===== src/rtl/ex_mem_latch.sv =====
// ============================================================================
// ex_mem_latch
// ----------------------------------------------------------------------------
// EX/MEM pipeline register that sits directly after the ALU in the pipelined
// MIPS datapath. It captures the ALU result and flags, along with the control
// and data bits carried through from ID/EX. It also does the following:
//   - resolves BEQ/BNE from the ALU zero flag,
//   - suppresses register and memory writes when a checked signed add/sub
//     overflows, and raises a trap flag instead,
//   - keeps a saturating count of overflow traps,
//   - keeps a sticky halt flag once a real HALT instruction has been captured,
//   - supports stall (en=0 holds everything) and flush (bubble insertion).
// All outputs are registered and go straight to the MEM stage.
//
// Edge priority: RST > flush > en > hold.
//
// Parameters:
//   WORD_W     datapath width (must match word_t of cpu_types_pkg)
//   REG_AW     register-file write-select width
//   OVF_CNT_W  width of the saturating overflow-event counter
//
// Ports:
//   CLK             in   clock, rising edge
//   RST             in   synchronous active-high reset
//   en              in   advance: capture this edge (low = stall)
//   flush           in   insert a bubble this edge, overrides en
//   ex_valid        in   EX stage holds a real instruction
//   alu_out         in   ALU result
//   zero_flag       in   ALU zero flag
//   overflow_flag   in   ALU signed overflow flag
//   ex_chk_ovf      in   instruction traps on overflow (ADD/ADDI/SUB)
//   ex_beq, ex_bne  in   branch type
//   ex_br_target    in   computed branch target
//   ex_store_data   in   rt value for SW
//   ex_dREN/ex_dWEN in   load / store request
//   ex_regwr        in   writes register file
//   ex_wsel         in   destination register
//   ex_halt         in   HALT instruction
//   mem_*           out  registered MEM-stage view of the above
//   mem_br_taken    out  branch resolved taken
//   mem_ovf_exc     out  overflow trap for the latched instruction
//   halt            out  sticky halt
//   ovf_count       out  saturating count of overflow traps
// ============================================================================
module ex_mem_latch #(
    parameter int WORD_W    = 32,
    parameter int REG_AW    = 5,
    parameter int OVF_CNT_W = 8
) (
    input  logic                 CLK,
    input  logic                 RST,
    input  logic                 en,
    input  logic                 flush,
    input  logic                 ex_valid,
    input  logic [WORD_W-1:0]    alu_out,
    input  logic                 zero_flag,
    input  logic                 overflow_flag,
    input  logic                 ex_chk_ovf,
    input  logic                 ex_beq,
    input  logic                 ex_bne,
    input  logic [WORD_W-1:0]    ex_br_target,
    input  logic [WORD_W-1:0]    ex_store_data,
    input  logic                 ex_dREN,
    input  logic                 ex_dWEN,
    input  logic                 ex_regwr,
    input  logic [REG_AW-1:0]    ex_wsel,
    input  logic                 ex_halt,
    output logic                 mem_valid,
    output logic [WORD_W-1:0]    mem_result,
    output logic [WORD_W-1:0]    mem_store_data,
    output logic                 mem_dREN,
    output logic                 mem_dWEN,
    output logic                 mem_regwr,
    output logic [REG_AW-1:0]    mem_wsel,
    output logic                 mem_br_taken,
    output logic [WORD_W-1:0]    mem_br_addr,
    output logic                 mem_ovf_exc,
    output logic                 halt,
    output logic [OVF_CNT_W-1:0] ovf_count
);

    // Halt tracking: once a real HALT has been captured we stay halted until
    // reset. The pipeline itself keeps capturing; upstream squashes fetch.
    typedef enum logic {
        RUN    = 1'b0,
        HALTED = 1'b1
    } halt_state_t;

    halt_state_t halt_state;
    halt_state_t halt_state_next;

    logic capture;
    logic cap_ovf;
    logic cap_br_taken;
    logic cap_regwr;
    logic cap_dren;
    logic cap_dwen;
    logic ovf_cnt_full;

    // Decode what this edge would latch if it turns out to be a capture edge.
    // Every control bit is qualified by ex_valid, so a bubble coming out of EX
    // can never leak a write, branch or trap into MEM. An overflowing checked
    // instruction loses its side effects (register/memory writes) and becomes
    // a trap instead. Both branch terms are OR'd so that the illegal case of
    // BEQ and BNE together still gives a well-defined result.
    always_comb begin
        capture      = 1'b0;
        cap_ovf      = 1'b0;
        cap_br_taken = 1'b0;
        cap_regwr    = 1'b0;
        cap_dren     = 1'b0;
        cap_dwen     = 1'b0;
        ovf_cnt_full = 1'b0;

        capture      = en & ~flush;
        cap_ovf      = ex_valid & ex_chk_ovf & overflow_flag;
        cap_br_taken = ex_valid & ((ex_beq & zero_flag) | (ex_bne & ~zero_flag));
        cap_regwr    = ex_valid & ex_regwr & ~cap_ovf;
        cap_dren     = ex_valid & ex_dREN  & ~cap_ovf;
        cap_dwen     = ex_valid & ex_dWEN  & ~cap_ovf;
        ovf_cnt_full = &ovf_count;
    end

    // Control half of the pipeline register. These are the bits that cause
    // side effects downstream, so a flush has to clear them. Stall (en=0 with
    // no flush) simply falls through and holds the previous values.
    always_ff @(posedge CLK) begin
        if (RST) begin
            mem_valid    <= 1'b0;
            mem_dREN     <= 1'b0;
            mem_dWEN     <= 1'b0;
            mem_regwr    <= 1'b0;
            mem_br_taken <= 1'b0;
            mem_ovf_exc  <= 1'b0;
        end else if (flush) begin
            mem_valid    <= 1'b0;
            mem_dREN     <= 1'b0;
            mem_dWEN     <= 1'b0;
            mem_regwr    <= 1'b0;
            mem_br_taken <= 1'b0;
            mem_ovf_exc  <= 1'b0;
        end else if (en) begin
            mem_valid    <= ex_valid;
            mem_dREN     <= cap_dren;
            mem_dWEN     <= cap_dwen;
            mem_regwr    <= cap_regwr;
            mem_br_taken <= cap_br_taken;
            mem_ovf_exc  <= cap_ovf;
        end
    end

    // Data half of the pipeline register. These fields mean nothing while
    // the control half says the slot is a bubble, so a flush just leaves them
    // alone. This avoids spending enable logic on clearing them.
    always_ff @(posedge CLK) begin
        if (RST) begin
            mem_result     <= '0;
            mem_store_data <= '0;
            mem_wsel       <= '0;
            mem_br_addr    <= '0;
        end else if (capture) begin
            mem_result     <= alu_out;
            mem_store_data <= ex_store_data;
            mem_wsel       <= ex_wsel;
            mem_br_addr    <= ex_br_target;
        end
    end

    // Overflow-trap counter. It only steps on a real capture edge, so a
    // stalled trapping instruction is counted once, however long the stall.
    // A flushed instruction is never counted. The counter sticks at
    // all-ones instead of wrapping, so software reading it never sees a
    // small value after many traps.
    always_ff @(posedge CLK) begin
        if (RST) begin
            ovf_count <= '0;
        end else if (capture && cap_ovf && !ovf_cnt_full) begin
            ovf_count <= ovf_count + 1'b1;
        end
    end

    // Halt state register. Only reset can leave HALTED.
    always_ff @(posedge CLK) begin
        if (RST) begin
            halt_state <= RUN;
        end else begin
            halt_state <= halt_state_next;
        end
    end

    // Halt next-state logic. A HALT moves us to HALTED only when it is
    // actually captured. That means a HALT that is stalled or flushed on this
    // edge does not count. It can still count later, once it is captured.
    always_comb begin
        halt_state_next = halt_state;
        case (halt_state)
            RUN: begin
                if (capture && ex_valid && ex_halt) begin
                    halt_state_next = HALTED;
                end
            end
            HALTED: begin
                halt_state_next = HALTED;
            end
            default: begin
                halt_state_next = RUN;
            end
        endcase
    end

    // The halt output is decoded directly from the state register, so it
    // is registered and glitch-free.
    assign halt = (halt_state == HALTED);

endmodule


===== config.mk =====
export PLATFORM = sky130hd
export DESIGN_NAME = ex_mem_latch
export DESIGN_NICKNAME = d
export VERILOG_FILES = /design/src/rtl/ex_mem_latch.sv
export SDC_FILE = /design/constraint.sdc
export NUM_CORES = 1
export LEC_CHECK = 0
export ABC_AREA = 1
export CAP_MARGIN = 20
export CORE_MARGIN = 2
export CORE_UTILIZATION = 42
export DETAILED_ROUTE_END_ITERATION = 8
export PLACE_DENSITY = 0.86
export SLEW_MARGIN = 20
export SYNTH_ARGS = -nofsm -noshare
export SYNTH_HDL_FRONTEND = slang
export SYNTH_SLANG_ARGS = --single-unit

===== constraint.sdc =====
create_clock -name CLK -period 2.6 [get_ports CLK]
set_input_delay 0.52 -clock CLK [delete_from_list [all_inputs] [get_ports CLK]]
set_output_delay 0.52 -clock CLK [all_outputs]
set_load 0.05 [all_outputs]

After elaboration in Yosys (flattened, before gate mapping) --
Index checks and enable logic that the tools add are counted.
Cells by class: add/sub/neg operators 1, mux-type cells 2, bitwise logic cells 17, reductions and logical operators 7
Operator list (number):
- 1-bit bitwise AND | 12
- 8-bit by 1-bit adder with 8-bit output (second input constant) | 1
- 8-bit AND reduction | 1
- 1-bit logical AND | 4
- 1-bit NOT | 4
- 1-bit one-hot mux with 2 select lines | 1
- 2-bit OR reduction | 1
- 1-bit zero test | 1
- 1-bit 2-to-1 mux | 1
- 1-bit bitwise OR | 1
Storage, ports and cells: register bits 116, output and inout port bits 116

Depth between registers and ports, before layout --
depth in word-level cells 6, mapped depth 9, mapped depth without buffers 9

Worst setup path before layout --
No wires, ideal clock.
path kind register to register, start register ovf_count[0], end register ovf_count[0], setup time 115 ps, arrival time 1560 ps, setup slack 925 ps, cell stages (with the launch flop) 9, path buffers 0, period minus slack after synthesis 1675 ps, path through dfxtp_1 > ha_1 > inv_1 > nor2_1 > nand2_2 > nand2_2 > inv_2 > nor2_1 > nor2_2
Between the ends: word-level cells in the longest chain between the ends 3
Ends and longest elaborated chain:
- from (decl) | line 79 | output logic [OVF_CNT_W-1:0] ovf_count
- from (signal assigned) | line 178 | ovf_count <= ovf_count + 1'b1;
- branches (longest 3 deep; another with 8-bit by 1-bit adder with 8-bit output)
Parallel ways; which one is timed is not known. A chain may end at the register's enable or synchronous reset.

Worst setup path after layout --
start register ovf_count[4], end output ovf_count[4]
No word-level cell between the ends.

==> summary.md <==
| Metric | Value |
|---|---|
| Relative slew slack | 60.8% |
| YS warnings | 0 |
| Slowest CP cell | clkdlybuf4s50_1 |
| Worst path cell trace | clkdlybuf4s50_1 |
| Clk pin slew, worst setup/hold paths | 0.05 ns |
| Setup WS pre-CTS | 0.535 ns |
| Seq cells post-synth | 116 |
| Min-delay worst type | flop to flop |
| Max-slew violations | 0 |
| Type of origin of the critical path | flop |
| Fin. Hold Viols | 0 |
| Gr ovfl total | 0 |
| Core area | 0.00977 mm² |
| Post-layout min period | 2.26 ns |
| Outcome | completed |
| Post-synthesis cell count | 547 |
| Clock Skew | 0.00512 ns |
| Worst VDD drop | 439 µV |
| Synthesized area | 0.00423 mm² |
| CP required | 2.08 ns |
| Post-CTS Resized | 0 |
| First-pass GRT wire length | 20,800 µm |
| Final Setup Violations | 0 |
| Peak Freq | 442 MHz |
| Post-route setup TNS | 0 ns |
| Asr flop ratio synth | 0% |
| Max cap viols | 0 |
| Max Fanout on Critical Path | 5 |
| Hpwl dp | 9470 µm |
| Top Family by Delay on Critical Path | buffers and inverters |
| DRT Pass-1 Iters | 4 |
| Buf+Inv Stages, Crit Path | 1 |
| IO Count | 231 |
| DIE HEIGHT | 104 µm |
| Clock buffer depth | 2 |
| PwrDens | 739 mW/mm² |
| Setup Buffers After CTS | 0 |
| # diodes | 0 |
| DRC viols | 0 |
| Row cnt | 36 |
| Worst skew pair latency | 0.50 ns |
| Slew @ Worst Pin | 0.586 ns |
| RSZ-0062 raised after global routing | no |
| P&R area growth vs syn | 69.1% |
| TritonCTS Buffers | 17 |
| Leak pwr | 2.80 nW |
| Prevailing post-synth register cell | dfxtp_1 |
| Starting DRT DRC Count | 135 |
| Post-detailed-route via-to-cell ratio | 4.84 |
| Average routed wire per standard cell | 14.2 µm |
| Routed Antenna Nets | 0 |
| Root Buffer | clkbuf_8 |
| Die span in x | 104 µm |
| Vias in the first global route | 4,382 |
| CP Capture Type | primary output |
| Crit path kind | flop to primary output |
| H-tree Lvls | 4 |
| Initial Utilization | 43.3% |
| Full die area | 0.0109 mm² |
| GRT Util Overall | 24.0% |
| Routability cong. | 0.774 |
| # nets final | 884 |
| Post-cts hold buffer count | 0 |
| TritonCTS clock tree | yes |
| CTS sink count | 116 |
| Data arrival, critical path | 1.74 ns |
| Synth Net Count | 663 |
| Routed Wire Length | 13,000 µm |
| Largest net degree at the start of global routing | 61 |
| Synth unique cells | 22 |
| Via count | 4,427 |
| Max stage delay on crit path | 0.84 ns |
| Initial antenna violation count | 0 |
| Syn_area_per_cell | 7.73 µm² |
| Sequential share of the synthesized area | 54.9% |
| EDFF count, synth | 0 |
| Crit share post-route | 87.1% |
| Slack of the critical path | 0.337 ns |
| Share of layout cells above drive strength 1 | 5.51% |
| Port-buffer cells | 230 |
==> cell usage in the layout (no fill, tap or decap) <==
| cell type | netlist | layout |
|---|---|---|
| a21oi_1 | 7 | 7 |
| a31oi_1 | 1 | 1 |
| buf_12 | 0 | 2 |
| buf_4 | 1 | 4 |
| bufinv_16 | 0 | 3 |
| clkbuf_1 | 11 | 3 |
| clkbuf_16 | 0 | 16 |
| clkbuf_8 | 0 | 5 |
| clkdlybuf4s50_1 | 0 | 230 |
| clkinv_2 | 0 | 2 |
| clkinvlp_4 | 0 | 3 |
| dfxtp_1 | 116 | 116 |
| ha_1 | 1 | 1 |
| inv_1 | 14 | 13 |
| inv_2 | 2 | 3 |
| nand2_1 | 33 | 33 |
| nand2_2 | 3 | 3 |
| nand3_1 | 7 | 7 |
| nand4_1 | 1 | 1 |
| nor2_1 | 218 | 218 |
| nor2_2 | 1 | 1 |
| nor2_4 | 1 | 1 |
| o2111ai_1 | 1 | 1 |
| o211ai_1 | 1 | 1 |
| o21ai_0 | 105 | 105 |
| xor2_1 | 1 | 1 |
==> cell usage after synthesis (2+ instances only) <==
master    number  share of area (%)
clkbuf_1      11               0.98
dfxtp_1      116                 55
a21oi_1        7               0.83
o21ai_0      105                 12
inv_2          2               0.18
inv_1         14                1.2
nand3_1        7               0.83
clkbuf_2       9                1.1
nand2_1       33                2.9
nand2_2        3               0.44
buf_6         10                2.7
buf_2          3               0.36
nor2_1       218                 19
==> stage by stage <==
| step | instances | util, % | hold WS, ns | cell area [µm²] | total power, mW |
|---|---|---|---|---|---|
| after floorplan | 547 | - | 0.589 | 4230 | 2.56 |
| after global placement | 882 | 67.0 | 0.451 | 6550 | 2.97 |
| after detailed placement | 882 | 67.0 | 0.459 | 6550 | 2.99 |
| after CTS | 914 | 73.1 | 0.468 | 7150 | 5.32 |
| after global routing | 914 | 73.1 | 0.491 | 7150 | 5.49 |
| final | 914 | 73.1 | 0.463 | 7150 | 5.28 |
==> layout make-up <==
type	instances	area, µm²
timing repair buffer	236	2370
multi-input combinational	381	1620
tap	133	166
clock inverter	8	123
clock buffer	24	480
inverter	16	60.1
fill	725	2630
sequential	116	2320
==> final timing paths <==
path / start / endpoint / slack [ns] / cells past startpoint
setup / recovery: ovf_count[4] / ovf_count[4] / 0.34 / 1
hold / removal: mem_dREN / mem_dREN / 0.46 / 2
setup reg to reg: ovf_count[0] / ovf_count[0] / 1.09 / 8
hold reg to reg: mem_dREN / mem_dREN / 0.46 / 2
==> where the power goes <==
group / switching, mW / total, mW / internal, mW
Sequential: 0.0555 / 1.94 / 1.89
Clock: 0.765 / 2.32 / 1.56
Combinational: 0.613 / 1.02 / 0.402
==> kinds of logic after synthesis <==
family                     share of synthesized area (%)
and+or+nand+nor                                     24.1
DFF                                                 54.9
AOI/OAI and AO/OA                                   13.8
buffers and inverters                               6.66
xor gates and xnor gates                           0.207
adders and majority gates                          0.296
==> per-layer routing <==
metal	global-route usage [%]	share of wire (%)	up-vias
li1	-	-	2188
met2	43.5	51	186
met5	0	0	-
met1	24.4	38	2023
met4	10.7	2.5	0
met3	8.90	8.8	30
==> registers in the layout (all words and copies together), names as in the netlist <==
register and count:
mem_ovf_exc 1, ovf_count 8, halt 1, mem_regwr 1, mem_br_addr 32, mem_br_taken 1
mem_dWEN 1, mem_valid 1, mem_store_data 32, mem_wsel 5, mem_dREN 1, mem_result 32
(Power assumes the default switching activity.)
